$ cat src/rtl/uart_tx_fifo_if.sv
// uart_tx_fifo_if: host write port and serial-side status of the buffered UART transmitter
interface uart_tx_fifo_if #(
  parameter int DATA_BITS = 8
);
  logic                 en;
  logic [DATA_BITS-1:0] data;
  logic                 full;
  logic                 empty;
  logic                 overflow;
  logic                 tx;
  logic                 busy;
  logic                 done;
  modport master (output en, data, input full, empty, overflow, tx, busy, done);
  modport slave  (input en, data, output full, empty, overflow, tx, busy, done);
endinterface

$ cat src/rtl/uart_tx_fifo.sv
// uart_tx_fifo: parametrised UART transmitter fed by a small word FIFO, frames sent back to back
module uart_tx_fifo #(
  parameter int DATA_BITS    = 8,
  parameter int PARITY       = 0,
  parameter int STOP_BITS    = 1,
  parameter int CLKS_PER_BIT = 16,
  parameter int DEPTH        = 4
) (
  input logic           CP,
  input logic           RST,
  uart_tx_fifo_if.slave bus
);
  localparam int AW = $clog2(DEPTH);
  localparam int BW = $clog2(CLKS_PER_BIT);
  typedef enum logic [2:0] {IDLE, START, DATA, PAR, STOP} state_t;
  logic [DATA_BITS-1:0] mem_q [DEPTH];
  logic [AW-1:0]        rd_q, wr_q;
  logic [AW:0]          cnt_q, cnt_d;
  logic                 full_q, empty_q, ovf_q;
  state_t               st_q;
  logic [BW-1:0]        baud_q;
  logic [3:0]           bit_q;
  logic [DATA_BITS-1:0] sh_q, head;
  logic                 par_q, tx_q, busy_q, done_q;
  logic                 push, pop, last_baud, last_stop;
  assign head      = mem_q[rd_q];
  assign push      = bus.en & ~full_q;
  assign last_baud = baud_q == BW'(CLKS_PER_BIT - 1);
  assign last_stop = bit_q == 4'(STOP_BITS - 1);
  assign pop       = ~empty_q & ((st_q == IDLE) | ((st_q == STOP) & last_baud & last_stop));
  assign cnt_d     = cnt_q + (AW+1)'(push) - (AW+1)'(pop);
  assign bus.full     = full_q;
  assign bus.empty    = empty_q;
  assign bus.overflow = ovf_q;
  assign bus.tx       = tx_q;
  assign bus.busy     = busy_q;
  assign bus.done     = done_q;
  // FIFO storage; stale contents are harmless because the pointers are cleared on reset
  always_ff @(posedge CP)
    if (push) mem_q[wr_q] <= bus.data;
  // FIFO pointers, exact registered full/empty and the overflow pulse
  always_ff @(posedge CP or negedge RST)
    if (!RST) begin
      rd_q    <= '0;
      wr_q    <= '0;
      cnt_q   <= '0;
      full_q  <= 1'b0;
      empty_q <= 1'b1;
      ovf_q   <= 1'b0;
    end else begin
      if (push) wr_q <= wr_q + 1'b1;
      if (pop) rd_q <= rd_q + 1'b1;
      cnt_q   <= cnt_d;
      full_q  <= cnt_d == (AW+1)'(DEPTH);
      empty_q <= cnt_d == '0;
      ovf_q   <= bus.en & full_q;
    end
  // Frame sequencer; a pop at IDLE or at the last stop cycle starts the next frame with no gap
  always_ff @(posedge CP or negedge RST)
    if (!RST) begin
      st_q   <= IDLE;
      baud_q <= '0;
      bit_q  <= '0;
      sh_q   <= '0;
      par_q  <= 1'b0;
      tx_q   <= 1'b1;
      busy_q <= 1'b0;
      done_q <= 1'b0;
    end else begin
      done_q <= 1'b0;
      case (st_q)
        START:
          if (last_baud) begin
            st_q   <= DATA;
            baud_q <= '0;
            bit_q  <= '0;
            tx_q   <= sh_q[0];
          end else baud_q <= baud_q + 1'b1;
        DATA:
          if (last_baud) begin
            baud_q <= '0;
            if (bit_q == 4'(DATA_BITS - 1)) begin
              bit_q <= '0;
              st_q  <= PARITY != 0 ? PAR : STOP;
              tx_q  <= PARITY != 0 ? par_q : 1'b1;
            end else begin
              bit_q <= bit_q + 1'b1;
              sh_q  <= sh_q >> 1;
              tx_q  <= sh_q[1];
            end
          end else baud_q <= baud_q + 1'b1;
        PAR:
          if (last_baud) begin
            st_q   <= STOP;
            baud_q <= '0;
            bit_q  <= '0;
            tx_q   <= 1'b1;
          end else baud_q <= baud_q + 1'b1;
        STOP:
          if (last_baud) begin
            baud_q <= '0;
            if (last_stop) begin
              bit_q <= '0;
              if (!pop) begin
                st_q   <= IDLE;
                busy_q <= 1'b0;
              end
            end else bit_q <= bit_q + 1'b1;
          end else begin
            baud_q <= baud_q + 1'b1;
            done_q <= last_stop & (baud_q == BW'(CLKS_PER_BIT - 2));
          end
        default: st_q <= IDLE;
      endcase
      if (pop) begin
        st_q   <= START;
        sh_q   <= head;
        par_q  <= PARITY == 1 ? ~^head : ^head;
        tx_q   <= 1'b0;
        busy_q <= 1'b1;
        baud_q <= '0;
        bit_q  <= '0;
      end
    end
endmodule

$ cat src/flat_wrapper.sv
// flat-port wrapper written by rule: the top's interface ports become plain ports
module uart_tx_fifo_flat 
#(
  parameter int DATA_BITS    = 8,
  parameter int PARITY       = 0,
  parameter int STOP_BITS    = 1,
  parameter int CLKS_PER_BIT = 16,
  parameter int DEPTH        = 4
)
  (CP, RST, bus_en, bus_data, bus_full, bus_empty, bus_overflow, bus_tx, bus_busy, bus_done);
  uart_tx_fifo_if #(.DATA_BITS(DATA_BITS)) bus_i ();
  input logic CP;
  input logic RST;
  input wire logic [$bits(bus_i.en)-1:0] bus_en;
  input wire logic [$bits(bus_i.data)-1:0] bus_data;
  output wire logic [$bits(bus_i.full)-1:0] bus_full;
  output wire logic [$bits(bus_i.empty)-1:0] bus_empty;
  output wire logic [$bits(bus_i.overflow)-1:0] bus_overflow;
  output wire logic [$bits(bus_i.tx)-1:0] bus_tx;
  output wire logic [$bits(bus_i.busy)-1:0] bus_busy;
  output wire logic [$bits(bus_i.done)-1:0] bus_done;
  assign bus_i.en = bus_en;
  assign bus_i.data = bus_data;
  assign bus_full = bus_i.full;
  assign bus_empty = bus_i.empty;
  assign bus_overflow = bus_i.overflow;
  assign bus_tx = bus_i.tx;
  assign bus_busy = bus_i.busy;
  assign bus_done = bus_i.done;
  uart_tx_fifo #(.DATA_BITS(DATA_BITS), .PARITY(PARITY), .STOP_BITS(STOP_BITS), .CLKS_PER_BIT(CLKS_PER_BIT), .DEPTH(DEPTH)) u_core (.CP(CP), .RST(RST), .bus(bus_i));
endmodule
$ cat config.mk
export PLATFORM = sky130hd
export DESIGN_NAME = uart_tx_fifo_flat
export DESIGN_NICKNAME = d
export VERILOG_FILES = /design/src/rtl/uart_tx_fifo_if.sv /design/src/rtl/uart_tx_fifo.sv /design/src/flat_wrapper.sv
export SDC_FILE = /design/constraint.sdc
export NUM_CORES = 1
export LEC_CHECK = 0
export ABC_AREA = 0
export CAP_MARGIN = 25
export CORE_MARGIN = 3
export CORE_UTILIZATION = 50
export CTS_CLUSTER_DIAMETER = 60
export DETAILED_ROUTE_END_ITERATION = 8
export PLACE_DENSITY = 0.69
export SLEW_MARGIN = 0
export SYNTH_ARGS = -nofsm -noshare
export SYNTH_HDL_FRONTEND = slang
export SYNTH_SLANG_ARGS = --single-unit
export TNS_END_PERCENT = 5
$ cat constraint.sdc
create_clock -name CP -period 4.7 [get_ports CP]
set_clock_uncertainty 0.1 [all_clocks]
set_input_delay 0.94 -clock CP [delete_from_list [all_inputs] [get_ports CP]]
set_output_delay 0.94 -clock CP [all_outputs]
set_load 0.1 [all_outputs]
==> qor.yml, run 1 <==
num_rows: 27
synth_area_leaders: "edfxtp_1 33%, dfrtp_1 26%, mux4_2 6.2%, ha_1 3.9%, mux2i_1 3.1%"
p_leak_nw: 1.24
p_total_w: 0.00208
ioPinCount: 17
synth_top_area_share: 0.331
switching_share: 0.338
hold_class: "flip-flop to flip-flop"
syn_nets: 232
avgRoutedWirePerCell_um: 15.6
rr_endpoint: "u_core.bus.full"
synth_common_cells: "32 x edfxtp_1, 30 x dfrtp_1, 14 x nand3_1"
tightest_slew_ns: 0.971
clockBufferDepth: 2
hold_end: "u_core.cnt_q[2]"
finalHoldViolations: 0
pwr-share-clk: 0.276
vias_per_cell: 5.47
dieArea_sq_um: 6750
clock_sink_count: 64
max_cap_viol_count: 0
firstDrtPassIters: 4
seq_area_frac_synth: 0.609
cts_setup_buffers: 0
path_common_cell: "xnor2_1"
reg2reg_slack_ns: 1.47
dp.cells: 290
grt_use_total: 0.165
fin_crit_sh: 0.686
slew_viol_final: 0
p_per_area_nw_per_um2: 625
worstSetupPathType: "flip-flop to flip-flop"
dpl.hpwl_um: 3140
wirelength_um: 4790
io_buffer_count: 16
cp_max_fo: 13
die_h_um: 82.1
power_frac_comb: 0.295
antenna_left: 0
syn_avg_cell_area_sq_um: 13.7
fin_tns_setup_ns: 0
nFillCells: 436
numCtsBuffers: 9
grt_pass1_wl_um: 7980
final_nets: 250
fmaxAchievable_mhz: 310
post-place-ws_ns: 1.46
critical-path-top-delay-family: "simple AND/OR/NAND/NOR gates"
path_cells: "inv_1, ha_1, or3b_4, o21ai_2, nand2_1, xnor2_1, ha_1, inv_1, fa_1, xnor2_1, xnor2_1, nor3b_1"
drive_gt1_frac: 0.154
synth_area_sq_um: 2900
status: "completed"
worstSetupStartpointType: "flip-flop"
period_needed_ns: 3.23
cts_tree: "yes"
antenna_cells: 0
clk_latency_ns: 0.34
reg2regPathDepth: 12
synth_warnings: 0
grt_max_degree: 33
ys_ff_latch: 64
antenna_found_initial: 0
design.core.area_sq_um: 5570
first_iter_violations: 109
ys_types: 46
cts_max_level: 3
ctsResizeCount: 0
clk_pin_slew_ns: 0.07
layout_setup_ws_ns: 1.47
critPathCaptureType: "flip-flop"
cts_hold_buffers: 0
cts-root-buf: "clkbuf_8"
synth_cells: 211
synth.most_common_cell: "edfxtp_1"
drc: 0
grt_pass1_vias: 1637
dpl_cell_area_sq_um: 3090
pwr-share-seq: 0.429
holdPathStages: 1
syn2layout_area_growth_pct: 15.0
p_int_w: 0.00138
path_buf_inv: 2
crit_slowest_cell: "or3b_4"
dr_total_vias: 1673
synth_flop_cell: "edfxtp_1"
switching_power_w: 0.000704
floorplan.initialDensity: 0.520
slew_headroom: 0.350
asyncSetResetFlopFracSynth: 0.500
rr_startpoint: "u_core.bit_q[0]"
peakVddDrop_v: 0.000352
synth_edf_count: 32
grt_overflow: 0
required_ns: 4.85
postLayoutCellArea_sq_um: 3330
layout.cells.non_filler: 306
yosys.area.top_type: "edfxtp_1"
gp_congestion: 0.809
die_x_um: 82.1
setup_violations: 0
rsz0062_at_grt: "no"
critPathArrivalTime_ns: 3.38
max_stage_delay_ns: 0.41
hp-start: "u_core.cnt_q[2]"
## stage by stage
step,hold WS (ns),util
3_3_place_gp,0.373,0.555
6_report,0.387,0.598
3_5_place_dp,0.375,0.555
2_1_floorplan,0.355,-
5_1_grt,0.403,0.598
4_1_cts,0.390,0.598
## state kept, by name, summed over array words and instances, names as in the netlist
register             cells
u_core.st_q              3
u_core.bus.overflow      1
u_core.wr_q              2
u_core.mem_q            32
u_core.baud_q            4
u_core.cnt_q             3
u_core.bus.done          1
u_core.rd_q              2
u_core.bit_q             4
u_core.bus.full          1
u_core.bus.tx            1
u_core.bus.empty         1
u_core.bus.busy          1
u_core.sh_q              8
## placed cells by master (no fill, tap or decap), types with 3 or more instances in the layout
master	count
edfxtp_1	32
o21ai_0	12
mux2i_1	9
or2_2	4
nor2_1	8
nand3_1	14
nand2_1	6
and2_1	6
dfrtp_1	30
a21oi_1	5
clkbuf_8	9
xnor2_1	10
o22ai_1	4
ha_1	9
inv_1	12
clkdlybuf4s50_1	16
mux4_2	8
bufinv_16	3
## per-layer routing
metal	global-route usage	vias up	part of all wire	wire length (um)
li1	-	810	-	-
met5	0	-	0	0
met4	0.0648	0	0.011	54
met2	0.236	30	0.46	2180
met3	0.0683	7	0.045	216
met1	0.224	826	0.49	2330
## kinds of logic after synthesis
family                   Yosys count  share of synthesized area
flip-flops                        64                      0.609
AND/OR/NAND/NOR                   53                      0.102
AO/OA/AOI/OAI                     35                     0.0820
buffers and inverters             22                     0.0380
multiplexers                      17                     0.0932
XOR/XNOR                          10                     0.0302
adder cells (fa/ha/maj)           10                     0.0457
## how the worst max path moves through the flow
stage	from	to	slack [ns]	cells after the start
2_1_floorplan	u_core.bit_q[0]	u_core.bus.full	2.01	12
3_3_place_gp	bus_en	u_core.bus.full	1.55	8
3_5_place_dp	bus_en	u_core.bus.full	1.46	8
4_1_cts	u_core.bit_q[0]	u_core.bus.full	1.45	12
5_1_grt	u_core.bit_q[0]	u_core.bus.full	1.14	12
6_report	u_core.bit_q[0]	u_core.bus.full	1.47	12
## area by class of cell
cell class	count	area [sq um]	share of cell area
clock buffers	9	124	0.0371
clock inverters	7	119	0.0356
inverters	12	45.0	0.0135
multi-input cells	125	1020	0.307
flip-flops and latches	64	1760	0.529
well taps	72	90.1	0.0270
repair buffers	17	168	0.0503
## power groups by stage
stage | Combinational [W] | Sequential [W] | Clock (W)
after global placement | 0.000606 | 0.000904 | 0
after CTS | 0.000621 | 0.000897 | 0.000588
after detailed placement | 0.000613 | 0.000909 | 0
after global routing | 0.000686 | 0.000921 | 0.000608
after floorplan | 0.000459 | 0.000929 | 0
final | 0.000614 | 0.000894 | 0.000575
Power figures use the tool's default switching activity.
==> inputs of run 2 (changes only) <==
==> constraint.sdc (replaced) <==
create_clock -name CP -period 3 [get_ports CP]
set_clock_uncertainty 0.1 [all_clocks]
set_input_delay 0.6 -clock CP [delete_from_list [all_inputs] [get_ports CP]]
set_output_delay 0.6 -clock CP [all_outputs]
set_load 0.1 [all_outputs]
==> run 2 against run 1 <==
Fmax up 16%. Wire length down 1.0%. Flip-flop and latch count unchanged. Critical path type unchanged. Sequential share of layout area up 0.080 points. Hold slack better by 0.0055 ns. Largest power group unchanged. Via count up 1.7%. Critical endpoint unchanged.
==> qor.yml, run 2 (synthesis gave the netlist of run 1 again) <==
status: "completed"
grt.met3_usage: 0.0390  # -0.0293
io_buffer_count: 16  # unchanged
drc: 0  # unchanged
antenna_cells: 0  # unchanged
path_common_cell: "xnor2_1"
p_per_area_nw_per_um2: 945  # +51%
hp-start: "u_core.bus.tx"
reg_top3: "u_core.mem_q (32), u_core.sh_q (8)"
final_nets: 257  # +2.8%
grt_pass1_wl_um: 7940  # -0.60%
top_register: "u_core.mem_q"
p_total_w: 0.00315  # +51%
design.core.area_sq_um: 5570  # unchanged
grt_pass1_vias: 1626  # -0.67%
tightest_slew_ns: 0.586  # -0.385 ns
antenna_found_initial: 0  # unchanged
crit_slowest_cell: "or3b_4"
critPathCaptureType: "flip-flop"
dpl.hpwl_um: 3250  # +3.5%
vias_per_cell: 5.43  # -0.60%
max_stage_delay_ns: 0.41  # about the same
num_rows: 27  # unchanged
finalHoldViolations: 0  # unchanged
hold_class: "flip-flop to flip-flop"
cts_max_level: 3  # unchanged
fmaxAchievable_mhz: 359  # +16%
rsz0062_at_grt: "no"
gp_congestion: 0.797  # -1.4%
setup_violations: 0  # unchanged
grt_overflow: 0  # unchanged
cts_hold_buffers: 0  # unchanged
numCtsBuffers: 9  # unchanged
rr_endpoint: "u_core.bus.full"
clockBufferDepth: 2  # unchanged
reg2regPathDepth: 12  # unchanged
dp.cells: 296  # +2.1%
floorplan.initialDensity: 0.520  # unchanged
p_leak_nw: 1.27  # +2.5%
drive_gt1_frac: 0.212  # +0.0578
slew_viol_final: 0  # unchanged
max_cap_viol_count: 0  # unchanged
largest_reg_flops: 32  # unchanged
dr_total_vias: 1701  # +1.7%
avgRoutedWirePerCell_um: 15.1  # -3.2%
use_met2: 0.227  # -0.00889
firstDrtPassIters: 4  # unchanged
cp_max_fo: 4  # -9
grt_max_degree: 33  # unchanged
clk_latency_ns: 0.34  # about the same
grt_use_total: 0.163  # -0.00227
final_cell_mix: "32 x edfxtp_1, 30 x dfrtp_1, 14 x nand3_1, 14 x buf_4"
period_needed_ns: 2.79  # -0.437 ns
hold_end: "u_core.bus.tx"
dieArea_sq_um: 6750  # unchanged
slew_headroom: 0.609  # +0.259
grt-busiest-layer: "met1"
worstSetupPathType: "flip-flop to flip-flop"
layout.cells.non_filler: 313  # +2.3%
wirelength_um: 4740  # -1.0%
cts-root-buf: "clkbuf_8"
fin_crit_sh: 0.929  # +0.243
die_x_um: 82.1  # unchanged
cts_tree: "yes"
clk_pin_slew_ns: 0.07  # about the same
ioPinCount: 17  # unchanged
reg2reg_slack_ns: 0.21  # -1.26 ns
peakVddDrop_v: 0.000485  # +38%
antenna_left: 0  # unchanged
required_ns: 3.15  # -1.70 ns
mostFrequentLayoutCell: "edfxtp_1"
use_met1: 0.234  # +0.00978
first_iter_violations: 90  # -17%
die_h_um: 82.1  # unchanged
fin_tns_setup_ns: 0  # unchanged
worstSetupStartpointType: "flip-flop"
rr_startpoint: "u_core.bit_q[0]"
clock_sink_count: 64  # unchanged
syn2layout_area_growth_pct: 14.8
critPathArrivalTime_ns: 2.94  # -0.44 ns
path_cells: "inv_1, ha_1, or3b_4, o21ai_2, nand2_1, xnor2_1, ha_1, inv_1, fa_1, xnor2_1, xnor2_1, nor3b_2"
holdPathStages: 2  # +1
## run 2: cell types whose count changed in the layout (fill, tap and decap cells not counted)
cell	before	now
bufinv_16	3	1
clkinv_1	1	0
clkinvlp_4	1	0
nor3b_2	0	1
nor3b_1	2	1
buf_4	1	14
clkinv_4	1	2
clkdlybuf4s50_1	16	10
clkinv_2	0	3
## run 2: metrics by stage
step	hold WS (ns)	instance area [sq um]	utilization	setup WS, ns
after floorplan	0.204	2900	-	0.308
after global placement	0.371	3120	0.560	0.290
after detailed placement	0.384	3120	0.560	0.183
after CTS	0.395	3320	0.595	0.134
after global routing	0.419	3330	0.597	0.00337
final	0.392	3330	0.597	0.212
## run 2: worst max-delay path: cells and delay by family (launching register included)
kind / cells / cell delay (ns)
AO/OA/AOI/OAI: 1 / 0.14
AND/OR/NAND/NOR: 3 / 0.70
adder cells (fa/ha/maj): 3 / 0.71
XOR/XNOR: 3 / 0.52
flip-flops: 1 / 0.40
buffers and inverters: 2 / 0.15
## run 2: routing by layer
metal / share of wire / vias to the layer above
met1: 0.49 / 822
met2: 0.44 / 41
met3: 0.046 / 12
li1: - / 826
met5: 0 / -
met4: 0.022 / 0
## run 2: cell type report
| type | instances | area (sq um) |
|---|---|---|
| Timing Repair Buffer | 24 | 205 |
| Fill cell | 457 | 2240 |
| Tap cell | 72 | 90.1 |
| Multi-Input combinational cell | 125 | 1030 |
| Clock buffer | 9 | 124 |
| Inverter | 12 | 45.0 |
| Clock inverter | 7 | 71.3 |
| Sequential cell | 64 | 1760 |
## run 2: worst max-delay path by stage
stage / endpoint / cells past startpoint / slack (ns) / from
final: u_core.bus.full / 12 / 0.21 / u_core.bit_q[0]
after CTS: u_core.bus.full / 12 / 0.13 / u_core.bit_q[0]
after global placement: u_core.bus.full / 12 / 0.29 / u_core.bit_q[0]
after detailed placement: u_core.bus.full / 12 / 0.18 / u_core.bit_q[0]
after floorplan: u_core.bus.full / 12 / 0.31 / u_core.bit_q[0]
after global routing: u_core.bus.full / 12 / 0.003 / u_core.bit_q[0]
## run 2: where the power goes
part / internal, W / leakage (nW) / switching [W]
combinational: 0.000469 / 0.481 / 0.000571
sequential: 0.00119 / 0.687 / 0.000197
clock: 0.000384 / 0.103 / 0.000340
total: 0.00204 / 1.27 / 0.00111
## run 2: timing repair
item | 4_1_cts | 5_1_grt
gates resized for setup | 0 | 1
endpoints found under the setup margin | 0 | 1
buffers inserted | 0 | 1
==> inputs of run 3 (changes only) <==
--- a/config.mk
+++ b/config.mk
@@ -8,10 +8,10 @@
 export ABC_AREA = 0
 export CAP_MARGIN = 25
 export CORE_MARGIN = 3
-export CORE_UTILIZATION = 50
+export CORE_UTILIZATION = 56
 export CTS_CLUSTER_DIAMETER = 60
 export DETAILED_ROUTE_END_ITERATION = 8
-export PLACE_DENSITY = 0.69
+export PLACE_DENSITY = 0.76
 export SLEW_MARGIN = 0
 export SYNTH_ARGS = -nofsm -noshare
 export SYNTH_HDL_FRONTEND = slang
==> run 3 against run 2 <==
Sequential power about the same. Clock power up 9.9%. Cell area up 0.75%. Flip-flop and latch count unchanged. Core utilization up 9.5 points. Non-clock buffer count down 2. Via count up 3.7%. First-iteration DRC count up 100%. Worst setup slack worse by 0.028 ns. Highest routed layer unchanged.
==> qor.yml, run 3 (synthesis gave the netlist of run 1 again) <==
drc: 0  # unchanged
power_frac_comb: 0.323  # -0.007
design.core.area_sq_um: 4850  # -13%
path_buf_inv: 2  # unchanged
numCtsBuffers: 9  # unchanged
fin_tns_setup_ns: 0  # unchanged
p_per_area_nw_per_um2: 973  # +3.0%
grt_pass1_vias: 1842  # +13%
finalHoldViolations: 0  # unchanged
post-place-ws_ns: 0.146  # -0.0368 ns
gp_congestion: 0.862  # +8.1%
dp.cells: 290  # -2.0%
antenna_found_initial: 0  # unchanged
cts_setup_buffers: 0  # unchanged
cts_max_level: 3  # unchanged
clock_sink_count: 64  # unchanged
worstSetupPathType: "flip-flop to flip-flop"
layout_setup_ws_ns: 0.183  # -0.0285 ns
io_buffer_count: 16  # unchanged
cp-endpoint: "u_core.bus.full"
clk_pin_slew_ns: 0.07  # about the same
ioPinCount: 17  # unchanged
antenna_cells: 0  # unchanged
drive_gt1_frac: 0.213  # +0.00177
slew_viol_final: 0  # unchanged
reg2regPathDepth: 12  # unchanged
reg2reg_slack_ns: 0.18  # -0.03 ns
grt_max_degree: 33  # unchanged
hold_class: "flip-flop to flip-flop"
antenna_left: 0  # unchanged
vias_per_cell: 5.76  # +6.1%
num_rows: 25  # -7.4%
max_cap_viol_count: 0  # unchanged
grt_overflow: 0  # unchanged
startpoint: "u_core.bit_q[0]"
clk_latency_ns: 0.33  # about the same
rr_startpoint: "u_core.bit_q[0]"
fin_crit_sh: 0.939  # +0.00949
dpl.hpwl_um: 3530  # +8.5%
slew_headroom: 0.620  # +0.0111
p_leak_nw: 1.29  # +1.2%
path_cells: "inv_1, ha_1, or3b_4, o21ai_2, nand2_1, xnor2_2, ha_1, inv_1, fa_1, xnor2_2, xnor2_2, nor3b_2"
setup_violations: 0  # unchanged
mostFrequentLayoutCell: "edfxtp_1"
fmaxAchievable_mhz: 355  # -1.0%
firstDrtPassIters: 4  # unchanged
switching_power_w: 0.00114  # +3.1%
rr_endpoint: "u_core.bus.full"
first_iter_violations: 184  # +100%
peakVddDrop_v: 0.000604  # +25%
critical_path_cell_count: 12  # unchanged
reg_top3: "u_core.mem_q (32), u_core.sh_q (8)"
cp_max_fo: 4  # unchanged
critical-path-top-delay-family: "adder cells"
crit_slowest_cell: "or3b_4"
floorplan.initialDensity: 0.598  # +0.0778
status: "completed"
tightest_slew_ns: 0.570  # -0.0166 ns
period_needed_ns: 2.82  # +0.0285 ns
top_register: "u_core.mem_q"
pwr-share-clk: 0.244  # +0.014
dr_total_vias: 1764  # +3.7%
required_ns: 3.16  # about the same
max_stage_delay_ns: 0.41  # about the same
critPathCaptureType: "flip-flop"
final_nets: 255  # -0.78%
grt_pass1_wl_um: 9060  # +14%
syn2layout_area_growth_pct: 15.7
cts_tree: "yes"
avgRoutedWirePerCell_um: 16.5  # +8.7%
cts-root-buf: "clkbuf_8"
pwr-share-seq: 0.433  # -0.006
clockBufferDepth: 2  # unchanged
largest_reg_flops: 32  # unchanged
path_common_cell: "xnor2_2"
final_cell_mix: "32 x edfxtp_1, 30 x dfrtp_1, 14 x nand3_1"
grt_use_total: 0.197  # +0.0347
p_int_w: 0.00212  # +4.1%
critPathArrivalTime_ns: 2.98  # +0.04 ns
cts_hold_buffers: 0  # unchanged
worstSetupStartpointType: "flip-flop"
die_h_um: 78.0  # -5.1%
dieArea_sq_um: 6080  # -10%
die_x_um: 78.0  # -5.1%
wirelength_um: 5040  # +6.3%
layout.cells.non_filler: 306  # -2.2%
switching_share: 0.350  # -0.00219
p_total_w: 0.00327  # +3.7%
## run 3: cell count changes in the layout (fill, tap and decap cells not counted)
| cell | before | now |
|---|---|---|
| clkinv_2 | 3 | 1 |
| clkinv_1 | 0 | 1 |
| xnor2_2 | 0 | 3 |
| buf_4 | 14 | 12 |
| xnor2_1 | 10 | 7 |
| bufinv_16 | 1 | 2 |
## run 3: repair_timing
item | CTS | global route
resized for setup | 0 | 4
endpoints found under the hold margin | 0 | 0
setup endpoints to repair | 0 | 2
## run 3: worst reg2reg max path: stages (launching register included)
cell and delay (ns):
dfrtp_1 0.40, inv_1 0.09, ha_1 0.16, or3b_4 0.41, o21ai_2 0.14, nand2_1 0.12
xnor2_2 0.14, ha_1 0.16, inv_1 0.05, fa_1 0.41, xnor2_2 0.23, xnor2_2 0.15
nor3b_2 0.17
## run 3: worst min-delay path by stage
stage	startpoint	slack [ns]	cells after the start	to
2_1_floorplan	RST	0.20	0	u_core.baud_q[0]
3_3_place_gp	u_core.cnt_q[2]	0.37	1	u_core.cnt_q[2]
3_5_place_dp	u_core.bus.tx	0.38	2	u_core.bus.tx
4_1_cts	u_core.bus.tx	0.39	2	u_core.bus.tx
5_1_grt	u_core.bus.tx	0.40	2	u_core.bus.tx
6_report	u_core.bus.tx	0.39	2	u_core.bus.tx
## run 3: layout make-up
class	instances	area, sq um
inverters	12	45.0
repair buffers	22	190
clock inverters	7	95.1
multi-input cells	125	1050
clock buffers	9	124
well taps	67	83.8
fillers	334	1490
flip-flops and latches	64	1760
## run 3: routing by layer
layer,up-vias,track usage,part of all wire
met5,-,0,0
li1,827,-,-
met2,46,0.309,0.51
met3,9,0.0626,0.057
met1,882,0.259,0.41
met4,0,0.0752,0.020
## run 3: per-stage QoR
stage          hold slack [ns]  instance area (sq um)  utilization
5_1_grt                  0.399                   3350        0.692
4_1_cts                  0.391                   3330        0.686
6_report                 0.389                   3350        0.692
2_1_floorplan            0.204                   2900            -
3_3_place_gp             0.372                   3110        0.641
3_5_place_dp             0.377                   3110        0.641
## run 3: power by group through the flow
stage                     clock [W]  sequential [W]  combinational (W)
after floorplan                   0         0.00146           0.000719
after global placement            0         0.00141           0.000949
after detailed placement          0         0.00142            0.00100
after CTS                  0.000814         0.00141            0.00101
after global routing       0.000866         0.00146            0.00116
final                      0.000797         0.00141            0.00106
